===== src/rtl/collision_scanner.sv =====
// collision_scanner
// Holds a small table of axis-aligned boxes. On each start pulse it walks every
// unordered pair (i, j), i < j, in lexicographic order, presents the pair to an
// external combinational overlap checker, and hands each colliding pair of
// active boxes to a valid/ready consumer. It also accumulates a per-object
// collision mask for the scan.

module collision_scanner #(
    parameter int POSITION_REG_MAX = 11,
    parameter int NUM_OBJ          = 8,
    localparam int IW              = $clog2(NUM_OBJ),
    localparam int PW              = POSITION_REG_MAX + 1
) (
    input  logic               clk,
    input  logic               rst_n,

    // Table write port
    input  logic               wr_en,
    input  logic [IW-1:0]      wr_idx,
    input  logic               wr_active,
    input  logic [PW-1:0]      wr_x1,
    input  logic [PW-1:0]      wr_y1,
    input  logic [PW-1:0]      wr_x2,
    input  logic [PW-1:0]      wr_y2,

    // Scan control
    input  logic               start,
    output logic               busy,
    output logic               done,

    // Pair presented to the external overlap checker
    output logic [PW-1:0]      box1_x1,
    output logic [PW-1:0]      box1_y1,
    output logic [PW-1:0]      box1_x2,
    output logic [PW-1:0]      box1_y2,
    output logic [PW-1:0]      box2_x1,
    output logic [PW-1:0]      box2_y1,
    output logic [PW-1:0]      box2_x2,
    output logic [PW-1:0]      box2_y2,
    input  logic               overlap,

    // Colliding-pair report
    output logic               pair_valid,
    input  logic               pair_ready,
    output logic [IW-1:0]      pair_a,
    output logic [IW-1:0]      pair_b,
    output logic [NUM_OBJ-1:0] collide_mask
);

    typedef enum logic [1:0] {
        S_IDLE,
        S_SCAN,
        S_REPORT,
        S_DONE
    } state_t;

    typedef struct packed {
        logic          active;
        logic [PW-1:0] x1;
        logic [PW-1:0] y1;
        logic [PW-1:0] x2;
        logic [PW-1:0] y2;
    } entry_t;

    // The pair (LAST_I, LAST_J) is the final one of every scan.
    localparam logic [IW-1:0] LAST_I = IW'(NUM_OBJ - 2);
    localparam logic [IW-1:0] LAST_J = IW'(NUM_OBJ - 1);
    localparam logic [IW-1:0] ONE    = IW'(1);

    state_t        state_q;
    state_t        state_d;
    logic [IW-1:0] i_q;
    logic [IW-1:0] j_q;
    entry_t        obj_tab [NUM_OBJ];

    logic          hit;
    logic          last_pair;
    logic          launch;
    logic          take_hit;
    logic          advance;
    logic [IW-1:0] i_inc;

    assign busy       = (state_q == S_SCAN) || (state_q == S_REPORT);
    assign done       = (state_q == S_DONE);
    assign pair_valid = (state_q == S_REPORT);

    assign hit       = overlap & obj_tab[i_q].active & obj_tab[j_q].active;
    assign last_pair = (i_q == LAST_I) && (j_q == LAST_J);
    assign i_inc     = i_q + ONE;

    // State register.
    // NOTE: sequential state uses non-blocking assignments so every register
    // samples pre-edge values regardless of process ordering.
    always_ff @(posedge clk or negedge rst_n) begin
        if (!rst_n) begin
            state_q <= S_IDLE;
        end else begin
            state_q <= state_d;
        end
    end

    // Next-state decode and per-cycle control strobes.
    // NOTE: every variable gets a default at the top so no path leaves one
    // unassigned, which would otherwise infer a latch.
    always_comb begin
        state_d  = state_q;
        launch   = 1'b0;
        take_hit = 1'b0;
        advance  = 1'b0;
        unique case (state_q)
            S_IDLE: begin
                if (start) begin
                    launch  = 1'b1;
                    state_d = S_SCAN;
                end
            end
            S_SCAN: begin
                if (hit) begin
                    take_hit = 1'b1;
                    state_d  = S_REPORT;
                end else begin
                    advance = 1'b1;
                    state_d = last_pair ? S_DONE : S_SCAN;
                end
            end
            S_REPORT: begin
                if (pair_ready) begin
                    advance = 1'b1;
                    state_d = last_pair ? S_DONE : S_SCAN;
                end
            end
            S_DONE: begin
                state_d = S_IDLE;
            end
            default: begin
                state_d = S_IDLE;
            end
        endcase
    end

    // Pair walk: j runs to the end of the table, then i steps and j restarts
    // just above it. The final pair is never stepped past.
    always_ff @(posedge clk or negedge rst_n) begin
        if (!rst_n) begin
            i_q <= '0;
            j_q <= ONE;
        end else if (launch) begin
            i_q <= '0;
            j_q <= ONE;
        end else if (advance && !last_pair) begin
            if (j_q != LAST_J) begin
                j_q <= j_q + ONE;
            end else begin
                i_q <= i_inc;
                j_q <= i_inc + ONE;
            end
        end
    end

    // Capture each colliding pair and accumulate the per-object mask; the mask
    // is only cleared by the next accepted start so it survives DONE and IDLE.
    always_ff @(posedge clk or negedge rst_n) begin
        if (!rst_n) begin
            pair_a       <= '0;
            pair_b       <= '0;
            collide_mask <= '0;
        end else if (launch) begin
            collide_mask <= '0;
        end else if (take_hit) begin
            pair_a            <= i_q;
            pair_b            <= j_q;
            collide_mask[i_q] <= 1'b1;
            collide_mask[j_q] <= 1'b1;
        end
    end

    // Object table; writes are dropped while a scan is walking it.
    // NOTE: the table is a register array with an async reset, not a RAM,
    // because every entry must read back inactive and zeroed after reset.
    always_ff @(posedge clk or negedge rst_n) begin
        if (!rst_n) begin
            for (int k = 0; k < NUM_OBJ; k++) begin
                obj_tab[k] <= '0;
            end
        end else if (wr_en && !busy) begin
            obj_tab[wr_idx] <= '{active: wr_active,
                                 x1: wr_x1, y1: wr_y1,
                                 x2: wr_x2, y2: wr_y2};
        end
    end

    // Present the current pair to the checker only while scanning/reporting.
    always_comb begin
        box1_x1 = '0;
        box1_y1 = '0;
        box1_x2 = '0;
        box1_y2 = '0;
        box2_x1 = '0;
        box2_y1 = '0;
        box2_x2 = '0;
        box2_y2 = '0;
        if (busy) begin
            box1_x1 = obj_tab[i_q].x1;
            box1_y1 = obj_tab[i_q].y1;
            box1_x2 = obj_tab[i_q].x2;
            box1_y2 = obj_tab[i_q].y2;
            box2_x1 = obj_tab[j_q].x1;
            box2_y1 = obj_tab[j_q].y1;
            box2_x2 = obj_tab[j_q].x2;
            box2_y2 = obj_tab[j_q].y2;
        end
    end

endmodule


===== config.mk =====
export PLATFORM = sky130hd
export DESIGN_NAME = collision_scanner
export DESIGN_NICKNAME = d
export VERILOG_FILES = /design/src/rtl/collision_scanner.sv
export SDC_FILE = /design/constraint.sdc
export NUM_CORES = 1
export LEC_CHECK = 0
export CORE_UTILIZATION = 40
export CTS_CLUSTER_DIAMETER = 60
export DETAILED_ROUTE_END_ITERATION = 7
export HOLD_SLACK_MARGIN = 0.12
export SLEW_MARGIN = 20
export SYNTH_ARGS = -nofsm -noshare
export SYNTH_HDL_FRONTEND = slang
export SYNTH_SLANG_ARGS = --single-unit
export TNS_END_PERCENT = 100

===== constraint.sdc =====
create_clock -name clk -period 2 [get_ports clk]
set_input_delay 0.2 -clock clk [delete_from_list [all_inputs] [get_ports clk]]
set_output_delay 0.2 -clock clk [all_outputs]
set_load 0.02 [all_outputs]

Word-level counts from Yosys, hierarchy flattened. Cells that the tools add are included.

Input bits: 58. Logic and storage cells: 130. Output and inout port bits: 113. Register bits: 414.

Eq/ne operators: 9. Magnitude comparators: 8. Reduce and logical (&&, ||, !) cells: 15. Mux-type cells: 41. $add $sub $neg: 3. Bitwise operators: 8.

Operator list (count): bitwise mux 392 bit (1); binary-select mux 49 bit (select 3 bit) (2); 2-to-1 mux 49 bit (5); demux 49 bit (select 3 bit) (1); 2-to-1 mux 12 bit (8); 2-to-1 mux 3 bit (6); 2-to-1 mux 8 bit (2); bitwise OR 8 bit (2); greater-or-equal comparator 4 bit, second input constant (3); inverter 3 -> 4 bit (3); adder 3 x 1 -> 3 bit, second input constant (3); < comparator 3 x 4 -> 1 bit, second input constant (2); 2-to-1 mux 1 bit (8); 2-to-1 mux 2 bit (4); case mux 2 bit (4 select lines) (1); demux 1 bit (select 3 bit) (2); equality test 3 bit, second input constant (2); greater-or-equal comparator 3 x 1 -> 1 bit, second input constant (2); logical AND 1 bit (6); AND reduction 2 bit (3); equality test 2 bit, second input constant (2); < comparator 4 x 1 -> 1 bit, second input constant (1); != test 2 bit, second input constant (2); nonzero test 2 bit (2); 9 further kinds (11).

Longest topological paths before layout.
Word-level depth: 11. Mapped depth: 10. Depth with buffers taken out: 7.

Least setup slack after synthesis. Ideal clock, no wire load.

Kind: register to register. Start: reg state_q[0]. End: reg obj_tab[233] in the netlist's numbering. Path buffers: 2. Required time: 1875 ps. Arrival time: 2257 ps. Setup time: 125 ps. Period minus slack after synthesis: 2382 ps. Path slack: -382 ps. Cell stages (with the launch flop): 9. Path through: dfrtp_1 > inv_1 > ha_1 > inv_2 > nand3_1 > nor3b_1 > buf_2 > buf_2 > mux2_2.

Word-level cells in the longest chain between the ends: 4. Elaborated cells on any way between the ends: 5. Those cells by class: 2 x eq/ne; 3 x reduce/logical.

RTL lines: from (decl) (RTL line 70) `state_t state_q;`; from (signal assigned) (RTL line 98) `state_q <= state_d;`; equality test 2 x 1 -> 1 bit / equality test 2 bit (equally long branches) (RTL line 83) `assign busy = (state_q == S_SCAN) || (state_q == S_REPORT);`; logical OR 1 bit * (RTL line 83); via busy (RTL line 28) `output logic busy,`; zero test 1 bit * (RTL line 185) `end else if (wr_en && !busy) begin`; logical AND 1 bit * (RTL line 185); to (signal, indexed assignment) (RTL line 186) `obj_tab[wr_idx] <= '{active: wr_active,`; to (decl) (RTL line 74) `entry_t obj_tab [NUM_OBJ];`.

Mark *: on every way through the listed nets, which the timed path passes. The rest lies on a longest branch. A chain may end at the register's enable or synchronous reset.

Final worst setup path.
Start: reg j_q[0]. End: out box2_y1[2].

Word-level cells in the longest chain between the ends: 5.

RTL lines: from (decl) (RTL line 73) `logic [IW-1:0] j_q;`; from (signal assigned) (RTL line 152) `j_q <= j_q + ONE;`; from (signal assigned) (RTL line 155) `j_q <= i_inc + ONE;`; inverter 3 -> 4 bit (not written as such) (RTL line 208) `box2_y1 = obj_tab[j_q].y1;`; binary-select mux 49 bit (select 3 bit) (RTL line 208); 2-to-1 mux 49 bit; 2-to-1 mux 49 bit (not written as such) (RTL line 208); 2-to-1 mux 12 bit (RTL line 202) `if (busy) begin`; to (decl) (RTL line 37) `output logic [PW-1:0] box2_y1,`.

No other way between the ends. The select of a mux whose other input is x is not followed.

==> impl_metrics.csv <==
group,metric,value,unit
floorplan,dieArea,51300,um2
run_status,status,"finished with violations",
timing,fin_crit_sh,139,%
routing,avgViaCountPerCell,6.46,
timing,finalSetupViolCount,502,
worst_setup_path,required,1800,ps
pwr,ir_drop,1060,uV
routing,ant_nets,0,
worst_setup_path,cp.arrival,2570,ps
worst_setup_path,path_class,"reg2out",
global_routing,grt_use_met2,50.1,%
cts,numCtsBuffers,47,
cells_and_area,final_layout_size_suffix_gt1_share,63.1,%
global_routing,grt_use_total,31.4,%
global_routing,use_met3,5.73,%
global_routing,grt-ovfl-total,0,
timing,drv_slew,0,
global_routing,grt-busiest-layer,"met2",
synth,ys_seq_elements,414,
global_routing,grt_use_met1,42.2,%
synth,synth_cell_types,54,
synth,ys_async_sr_fraction,100,%
timing,rsz0062_at_grt,"yes",
cts,clkSinkCount,414,
floorplan,dieHeight,226,um
cts,cts-root-buf,"clkbuf_16",
floorplan,core-area,49400,um2
timing,setup_ws,-774,ps
pwr,p_per_area,1540,nW/um2
worst_setup_path,crit_path_end_kind,"primary output",
routing,first_iter_violations,2118,
timing,clock_skew,14.8,ps
synth,syn_avg_cell_area,12.8,um2
cts,h-tree-depth,2,
worst_hold_path,min_path_type,"in2async",
timing,worst_slew_pin_slew,479,ps
cts,cts_tree,"done",
cells_and_area,final_core_util,64.3,%
cells_and_area,final_common_cell,"dfrtp_1",
cts,clkTransAtPathRegs,60,ps
synth,syn_nets,1642,
global_routing,grt_pass1_vias,18100,
timing,max_freq,361,MHz
routing,drc_errors,0,
synth,synth_edf_count,0,
global_routing,grt_max_degree,88,
routing,first_pass_iters,5,
floorplan,start_util,40.8,%
placed_design,place_hpwl,45700,um
routing,num_vias,17900,
global_routing,antenna_found_initial,3,
timing,tns,-141940,ps
cts,clockBufferDepth,3,
cells_and_area,seq_area,10400,um2
placed_design,place.port_buffers,170,
cts,clock_latency,590,ps
placed_design,gp_congestion,0.880,
floorplan,io_pins,171,
global_routing,grt_pass1_wl,119000,um
routing,routed_wl,85200,um
synth,synth_ff_type,"dfrtp_1",
timing,relSlewSlack,68.0,%
synth,synth_area,20200,um2
run_status,violations,"setup timing",
cells_and_area,fill_cells,3533,
worst_setup_path,worstSetupStartpointType,"flip-flop",
cells_and_area,multi_input_area,11600,um2
job,cap_violations,0,
floorplan,fp.dieW,226,um
cells_and_area,nets,2135,
pwr,p_leak,12.8,nW
synth,ys_seq_area_share,51.4,%
worst_setup_path,path_max_fanout,7,
routing,routedWlPerCell,30.7,um
synth,yosys_warnings,0,
timing,min_period,2770,ps
cells_and_area,area_growth,57.6,%
timing,hold_viol,0,
synth,syn-instance-count,1576,
cells_and_area,layout_common_cells,"409 x dfrtp_1, 247 x mux2_2, 241 x buf_4",
floorplan,num_rows,81,
==> power by group <==
group          switching, W  total, W  internal, W
logic                0.0106    0.0230       0.0124
registers           0.00446    0.0170       0.0125
clock network       0.00366   0.00901      0.00535
total                0.0187    0.0490       0.0302
==> worst max-delay path, cell delays in order (launching register included) <==
cell	delay, ps
dfstp_2	590
buf_4	140
inv_4	50
nor3b_4	260
buf_4	170
buf_12	130
buf_4	120
a22oi_1	90
a41oi_2	230
buf_4	180
==> path summary, 6_finish.rpt <==
check / start / end / slack [ps] / cells past startpoint
worst max-delay path: j_q[0]$_DFFE_PN1P_ / box2_y1[2] / -770 / 9
worst min-delay path: rst_n / collide_mask[3]$_DFFE_PN0P_ / 130 / 2
worst max register to register: j_q[0]$_DFFE_PN1P_ / pair_b[1]$_DFFE_PN0P_ / -650 / 11
worst min register to register: collide_mask[6]$_DFFE_PN0P_ / collide_mask[6]$_DFFE_PN0P_ / 480 / 2
max in group asynchronous: rst_n / obj_tab[240]$_DFFE_PN0P_ / 1020 / 4
min in group clk: pair_ready / state_q[1]$_DFFE_PN0P_ / 420 / 4
==> cell type report <==
type / instances / share of cell area (%)
diodes: 4 / 0.0315
clock buffers: 75 / 4.70
clock inverters: 11 / 0.339
inverters: 14 / 0.221
multi-input cells: 1003 / 36.5
flip-flops and latches: 414 / 32.6
well taps: 664 / 2.62
repair buffers: 588 / 22.9
repair inverters: 1 / 0.0512
==> per-layer routing <==
layer	wire length, um	up-vias
met3	7270	251
met1	34600	9358
met4	3940	2
li1	-	7264
met2	39400	1042
met5	17	-
==> through the flow <==
stage	area, um2	worst slack (ps)	std cells	power [W]	hold WS (ps)
finish	31800	-774	2774	0.0490	132
global placement	25300	-588	2487	0.0341	153
CTS	30100	-682	2714	0.0462	133
floorplan	20900	-59.8	1576	0.0259	-95.6
global route	31800	-813	2772	0.0507	160
detailed placement	25300	-609	2487	0.0345	152
==> synth_stat cells (4+ instances only) <==
library cell,count,area share (%)
nor3b_1,5,0.19
mux2_2,396,22
a41oi_1,63,2.7
a221oi_1,29,1.3
o21ai_2,5,0.22
a22oi_1,314,12
a22o_1,29,1.3
buf_1,28,0.52
inv_1,13,0.24
nor3_1,5,0.12
mux2i_1,13,0.65
dfrtp_1,413,51
a21oi_2,5,0.22
buf_4,4,0.15
nor2_1,15,0.28
ha_1,8,0.50
o21ai_0,9,0.22
nand2_1,21,0.39
buf_2,50,1.2
a31oi_1,34,1.1
clkbuf_1,60,1.1
a21oi_1,11,0.27
==> sequential cells by signal, summed over array words and instances (netlist names) <==
| register | count |
|---|---|
| collide_mask | 8 |
| i_q | 3 |
| j_q | 3 |
| obj_tab | 392 |
| pair_a | 3 |
| pair_b | 3 |
| state_q | 2 |
==> kinds of logic (layout without fill, tap and decap cells) <==
group | after synthesis | count (layout) | synth area share [%]
AO/OA/AOI/OAI | 510 | 510 | 19.4
multiplexers | 414 | 414 | 23.3
flip-flops | 414 | 414 | 51.4
buffers and inverters | 159 | 689 | 3.46
AND/OR/NAND/NOR | 70 | 70 | 1.99
adder cells (fa/ha/maj) | 8 | 8 | 0.497
XOR/XNOR | 1 | 1 | 0.0435
other | 0 | 4 | 0
==> what timing repair did <==
action	CTS	global route
pin swaps	128	94
buffers inserted	110	61
hold buffers	1	0
hold endpoints to repair	352	0
cloned	31	17
endpoints found under the setup margin	395	512
gates resized for setup	830	263
No activity file was read; power rests on OpenSTA's default activity.
